$ cat src/rtl/count_sched_pkg.sv
// Shared types and default sizing for the round-robin count scheduler.
package count_sched_pkg;

  typedef enum logic [1:0] {
    IDLE  = 2'd0,
    CLEAR = 2'd1,
    COUNT = 2'd2,
    DONE  = 2'd3
  } sched_state_t;

  localparam int DEF_NREQ  = 4;
  localparam int DEF_CNT_W = 4;

endpackage

$ cat src/rtl/sched_counter.sv
// Saturating event counter with synchronous clear, shared by all requesters.
module sched_counter
  import count_sched_pkg::*;
#(
  parameter int CNT_W = DEF_CNT_W
) (
  input  logic             clk,
  input  logic             rst_n,
  input  logic             clear,
  input  logic             en,
  output logic [CNT_W-1:0] cnt,
  output logic             full
);

  assign full = (cnt == {CNT_W{1'b1}});

  // Saturates at all-ones; the scheduler treats the next strobe as completion.
  always_ff @(posedge clk or negedge rst_n) begin
    if (!rst_n) begin
      cnt <= '0;
    end else if (clear) begin
      cnt <= '0;
    end else if (en && !full) begin
      cnt <= cnt + CNT_W'(1);
    end
  end

endmodule

$ cat src/rtl/count_sched.sv
// Round-robin grant FSM in front of the shared event counter.
// Define COUNT_SCHED_ABORT_EN to release the grant when the owner drops req.
module count_sched
  import count_sched_pkg::*;
#(
  parameter int NREQ  = DEF_NREQ,
  parameter int CNT_W = DEF_CNT_W
) (
  input  logic             clk,
  input  logic             rst_n,
  input  logic [NREQ-1:0]  req,
  input  logic [NREQ-1:0]  ev,
  output logic [NREQ-1:0]  gnt,
  output logic             busy,
  output logic [CNT_W-1:0] cnt,
  output logic [NREQ-1:0]  done
);

  localparam int IDX_W = (NREQ > 1) ? $clog2(NREQ) : 1;

  sched_state_t     state, next_state;
  logic [IDX_W-1:0] ptr, g_idx, pick_idx, scan_idx, next_ptr;
  logic             pick_valid, cnt_clear, cnt_en, full;

  sched_counter #(.CNT_W(CNT_W)) u_counter (
    .clk   (clk),
    .rst_n (rst_n),
    .clear (cnt_clear),
    .en    (cnt_en),
    .cnt   (cnt),
    .full  (full)
  );

  // Scan from the highest offset down so the lowest offset from ptr wins.
  always_comb begin
    pick_valid = 1'b0;
    pick_idx   = '0;
    scan_idx   = '0;
    for (int i = NREQ - 1; i >= 0; i--) begin
      scan_idx = IDX_W'((int'(ptr) + i) % NREQ);
      if (req[scan_idx]) begin
        pick_valid = 1'b1;
        pick_idx   = scan_idx;
      end
    end
  end

  assign next_ptr = (g_idx == IDX_W'(NREQ - 1)) ? '0 : g_idx + IDX_W'(1);
  assign busy     = (state != IDLE);

  always_comb begin
    next_state = state;
    cnt_clear  = 1'b0;
    cnt_en     = 1'b0;
    unique case (state)
      IDLE:  if (pick_valid) next_state = CLEAR;
      CLEAR: begin
        cnt_clear  = 1'b1;
        next_state = COUNT;
      end
      COUNT: begin
        if (ev[g_idx]) begin
          if (full) next_state = DONE;
          else      cnt_en     = 1'b1;
        end
      end
      DONE:  next_state = IDLE;
      default: next_state = IDLE;
    endcase
`ifdef COUNT_SCHED_ABORT_EN
    // An abandoned run leaves the counter untouched for whoever inspects it.
    if ((state == CLEAR || state == COUNT) && !req[g_idx]) begin
      next_state = IDLE;
      cnt_clear  = 1'b0;
      cnt_en     = 1'b0;
    end
`endif
  end

  always_ff @(posedge clk or negedge rst_n) begin
    if (!rst_n) begin
      state <= IDLE;
      ptr   <= '0;
      g_idx <= '0;
      gnt   <= '0;
      done  <= '0;
    end else begin
      state <= next_state;
      done  <= (next_state == DONE) ? (NREQ'(1) << g_idx) : '0;
      if (state == IDLE && pick_valid) begin
        g_idx <= pick_idx;
        gnt   <= NREQ'(1) << pick_idx;
      end else if (state != IDLE && next_state == IDLE) begin
        gnt <= '0;
        ptr <= next_ptr;
      end
    end
  end

endmodule

$ cat config.mk
export PLATFORM = sky130hd
export DESIGN_NAME = count_sched
export DESIGN_NICKNAME = d
export VERILOG_FILES = /design/src/rtl/count_sched_pkg.sv /design/src/rtl/sched_counter.sv /design/src/rtl/count_sched.sv
export SDC_FILE = /design/constraint.sdc
export NUM_CORES = 1
export LEC_CHECK = 0
export BUFFER_PORTS_ARGS = -buffer_cell sky130_fd_sc_hd__buf_2
export CORE_MARGIN = 2
export CORE_UTILIZATION = 55
export CTS_BUF_LIST = sky130_fd_sc_hd__clkbuf_16
export DETAILED_ROUTE_END_ITERATION = 16
export GPL_ROUTABILITY_DRIVEN = 0
export HOLD_SLACK_MARGIN = 0.06
export PLACE_DENSITY = 0.82
export SYNTH_ARGS = -nofsm -noshare
export SYNTH_HDL_FRONTEND = slang
export SYNTH_SLANG_ARGS = --single-unit
export TNS_END_PERCENT = 20
$ cat constraint.sdc
create_clock -name clk -period 2.3 [get_ports clk]
set_clock_uncertainty 0.05 [all_clocks]
set_input_delay 0 -clock clk [delete_from_list [all_inputs] [get_ports clk]]
set_output_delay 0 -clock clk [all_outputs]
set_load 0.02 [all_outputs]
Word level (Yosys, flattened, before mapping)
Cells that the tools add are included.
{ "classes": {"addsub": 5, "mul": 0, "n_div": 0, "order_cmp": 5, "eq_ne": 6, "n_shift": 2, "n_mux": 32, "bitwise_logic": 1, "reduce_logical": 10} }
{ "ops": {"columns": ["cell", "n"], "rows": [
  ["$mux W4", 5],
  ["$mux W2", 8],
  ["$lt A2 B3 Y1 const B", 5],
  ["$mux W1", 13],
  ["$bmux W1 S2", 5],
  ["$eq A2 B2 Y1 const B", 4],
  ["$pmux W2 S4", 1],
  ["$shl A1 B2 Y4 const A", 2],
  ["$reduce_bool A2 Y1", 3],
  ["$add A2 B1 Y2 const B", 2],
  ["$add A2 B2 Y2 const B", 2],
  ["$add A4 B1 Y4 const B", 1],
  ["$eq A4 B4 Y1 const B", 1],
  ["$logic_not A2 Y1", 2],
  ["$logic_and A1 B1 Y1", 3],
  ["$eq A2 B1 Y1 const B", 1],
  ["$reduce_and A2 Y1", 1],
  ["$logic_not A1 Y1", 1],
  ["$not A1 Y1", 1]
]} }
{ "word_totals": {"ff_bits": 18, "latch_bits": 0, "ram_bits": 0, "rom_bits": 0, "input_bits": 10, "output_inout_bits": 13, "elab_cells": 67, "n_memories": 0} }

Logic depth before layout (Yosys ltp)
{ "logic_depth": {"word_depth": 13, "ltp_mapped": 5, "depth_no_buf": 5} }

Modules after synthesis
From an unflattened synthesis, not the netlist that was laid out.
{ "hier_totals": {"cells_unflattened": 90, "area_unflattened_um2": 1008.5} }
{ "modules_own_cells": {"columns": ["mod", "instances", "cells_per_inst", "area_per_inst_um2", "seq_area_each_um2"], "rows": [
  ["count_sched", 1, 70, 779.5, 350.3],
  ["sched_counter", 1, 20, 229.0, 100.1]
]} }

Worst setup path after synthesis
Ideal clock, no wire load.
{ "synth_timing": {"kind": "reg-to-reg", "startpoint": "register g_idx[0]", "endpoint": "register done[0]", "setup_ns": 0.129, "t_arrival_ns": 1.399, "required_ns": 2.121, "path_slack_ns": 0.722, "path_stages_with_launch": 5, "path_buffers": 0, "synth_period_minus_slack_ns": 1.578, "cell_sequence": "dfrtp_1 -> mux4_2 -> a211o_1 -> o221ai_2 -> nor2_1"} }
{ "synth_via": {"elab_chain_cells": 6, "word_cells_on_any_way": 7, "cone_classes": "eq/ne: 1; shift: 1; mux: 5"} }
{ "synth_lines": {"columns": ["element", "line_no", "rtl"], "rows": [
  ["from (decl)", "count_sched.sv:22", "logic [IDX_W-1:0] ptr, g_idx, pick_idx, scan_idx, next_ptr;"],
  ["from (signal assigned)", "count_sched.sv:91", "g_idx <= pick_idx;"],
  ["$bmux W1 S2", "count_sched.sv:62", "if (ev[g_idx]) begin"],
  ["$mux W1 (implied by the code)", "count_sched.sv:62", null],
  ["$mux W2", "count_sched.sv:62", null],
  ["$pmux W2 S4", "count_sched.sv:55", "unique case (state)"],
  ["$eq A2 B2 Y1", "count_sched.sv:89", "done <= (next_state == DONE) ? (NREQ'(1) << g_idx) : '0;"],
  ["$mux W4 (*)", "count_sched.sv:89", null],
  ["to (signal assigned)", "count_sched.sv:89", null],
  ["to (decl)", "count_sched.sv:16", "output logic [NREQ-1:0] done"]
]} }
Mark *: on every way between the ends. The rest lies on a longest branch, timed or not. The select of a mux whose other input is x is not followed.
A chain may end at the register's enable or synchronous reset.

Final worst setup path
Ends and elaborated chain as after synthesis.

==> impl_metrics.ini <==
[final_layout]
seq_area_um2 = 450
diodes = 0
multi_input_area_um2 = 485
utilization = 0.698
area_growth_pct = 21.9
fill_cells = 128
final_net_count = 137
drive_gt1_frac = 0.261

[floorplanning]
dieArea_um2 = 2110
io_pins = 23
fp.dieW_um = 45.9
core-area_um2 = 1690
dieHeight_um = 45.9
row_count = 15
initial_utilization = 0.573

[global_route]
antenna_found_initial = 0
grt-ovfl-total = 0
grt_use_met2 = 0.364
grt_max_degree = 19
use_met1 = 0.239
use_met3 = 0.0397
top_usage_layer = met2
grtUsageTotal = 0.208
grt_pass1_wl_um = 3110
grt_pass1_vias = 736

[drt]
vias = 774
ant_nets = 0
wl_per_cell_um = 14.4
drt_pass1_iterations = 4
drt_iter0_markers = 24
vias_per_cell = 5.86
drt-total-wl_um = 1900
drcViolationCount = 0

[worst_setup_path]
cp_top_family = multiplexers
critPathMaxStageDelay_ns = 0.58
cpMaxStageDelayCell = mux4_2
reg2reg_from = g_idx[0]$_DFFE_PN0P_
startpoint_type = flop
crit_buf_inv = 0
critPathKind = reg2reg
worstPathArrival_ns = 1.75
ff2ff_setup_slack_ns = 0.62
ff2ff_path_depth = 4
reg2reg_to = done[0]$_DFF_PN0_
path_cells = mux4_2, a211o_1, o221ai_2, nor2_1
path_max_fanout = 6
worstSetupEndpointType = flop
crit_required_ns = 2.37

[logic_synthesis]
synth.most_common_cell = dfrtp_1
synth_edf_count = 0
synthFlopType = dfrtp_1
synthCells = 90
synth_top_area_cell = dfrtp_1
syn_nets = 110
synthArstFlopShare = 1.00
seq_area_frac_synth = 0.466
netlist_top_cells_area = dfrtp_1, ha_1, nand2_1, nor2_1, inv_1
synthTopCellsByCount = dfrtp_1, ha_1, nand2_1, nor2_1, inv_1
ys_warn_count = 0
ys_ff_latch = 18
synth_top_area_frac = 0.466
synth_cell_types = 27
synth.cell_area_um2 = 967
synth_area_per_cell_um2 = 10.7

[clock_tree]
cts_hold_repair.buffers = 1
clock_sinks = 18
post_cts_buffers = 0
clk_latency_ns = 0.25
clockRootBuffer = clkbuf_16
path_clk_slew_ns = 0.05
cts_buffers = 3
cts_max_level = 1
cts_resized = 0
clk_path_buf_depth = 2
cts_tree = built

[worst_hold_path]
hp-class = in2reg
hold_path_startpoint = req[3]
hold_path_end = gnt[1]$_DFFE_PN0P_
min_path_cells = 3

[placement]
place_hpwl_um = 1390
port_buffers = 22

[sta]
rsz0062_at_grt = no
setup_viol = 0
finalHoldViolCount = 0
maxSlewHeadroom = 0.733
drv_slew = 0
min_period_ns = 1.68
post-route-period-util = 0.730
final.setup.tns_ns = 0
worst_pin_slew_ns = 0.400
max_freq_mhz = 595

[pwr]
p_leak_nw = 0.643
worst_ir_drop_vdd_uv = 717
p_per_area_nw_per_um2 = 1360

[outcome]
run_status = completed

[job]
cap_violations = 0
-- cell type report --
class / count / area share
multi-input cells: 64 / 0.412
flip-flops and latches: 18 / 0.382
repair buffers: 23 / 0.102
clock buffers: 3 / 0.0637
inverters: 7 / 0.0223
well taps: 17 / 0.0180
-- where the power goes --
group	internal (mW)	leakage (nW)	total, mW	switching (mW)
Sequential	0.438	0.235	0.548	0.109
Combinational	0.289	0.371	0.720	0.432
Clock	0.228	0.0370	0.336	0.107
Total	0.955	0.643	1.60	0.648
-- routing by layer --
metal | share of wire | wire (µm)
met1 | 0.42 | 794
met2 | 0.50 | 955
met3 | 0.054 | 103
met4 | 0.024 | 46
met5 | 0 | 0
-- worst register-to-register path, delay by kind of cell (launching register included) --
family	cells	cell delay (ns)
multiplexers	1	0.59
flip-flops	1	0.45
AO/OA/AOI/OAI	2	0.39
AND/OR/NAND/NOR	1	0.09
-- worst max path at each step --
stage,startpoint,slack (ns),cells past startpoint,to
CTS,g_idx[0]$_DFFE_PN0P_,0.62,4,done[1]$_DFF_PN0_
finish,g_idx[0]$_DFFE_PN0P_,0.62,4,done[0]$_DFF_PN0_
global placement,g_idx[0]$_DFFE_PN0P_,0.67,4,done[0]$_DFF_PN0_
global route,g_idx[0]$_DFFE_PN0P_,0.53,4,done[1]$_DFF_PN0_
floorplan,g_idx[0]$_DFFE_PN0P_,0.72,4,done[0]$_DFF_PN0_
detailed placement,g_idx[0]$_DFFE_PN0P_,0.64,4,done[1]$_DFF_PN0_
-- sequential cells by signal, summed over array words and instances, names as in the netlist --
name,flops
g_idx,2
state,2
u_counter.cnt,4
ptr,2
done,4
gnt,4
-- kinds of logic (layout without fill, tap and decap cells) --
family                     count (synthesis)  count (layout)  synth area share
AOI/OAI and AO/OA                         16              16             0.124
DFF                                       18              18             0.466
and+or+nand+nor                           31              31             0.166
muxes                                      4               4            0.0556
xor gates and xnor gates                   3               3            0.0272
buffers and inverters                      8              33            0.0323
adders and majority gates                 10              10             0.129
-- cells in the final DEF, fill, tap and decap left out --
cell and n:
a41o_1 2, and3_1 2, nor2_1 9, mux2i_1 2, o21a_1 1, nand2_1 9, or4_4 1, clkbuf_16 3
nand3_1 2, ha_1 10, o221ai_2 1, nor3b_1 1, nand3b_1 2, buf_2 22, o22ai_1 1, dfrtp_1 18
nand4_1 2, o21ai_0 3, dlygate4sd3_1 1, nand2_2 1, mux2_2 1, xor2_1 3, inv_1 7, mux4_2 1
o31ai_1 2, and3b_1 2, o22a_1 1, a211o_1 2, a21oi_1 3
-- metrics by stage --
step	area [µm²]	hold WS (ns)	power (mW)	instances	setup slack, ns
final	1180	0.118	1.60	132	0.620
after detailed placement	1090	-0.0979	1.26	128	0.636
after CTS	1180	0.117	1.61	132	0.624
after global routing	1180	0.138	1.73	132	0.529
after floorplan	967	-0.346	1.07	90	0.722
after global placement	1090	-0.107	1.24	128	0.674
Power figures use the tool's default switching activity.
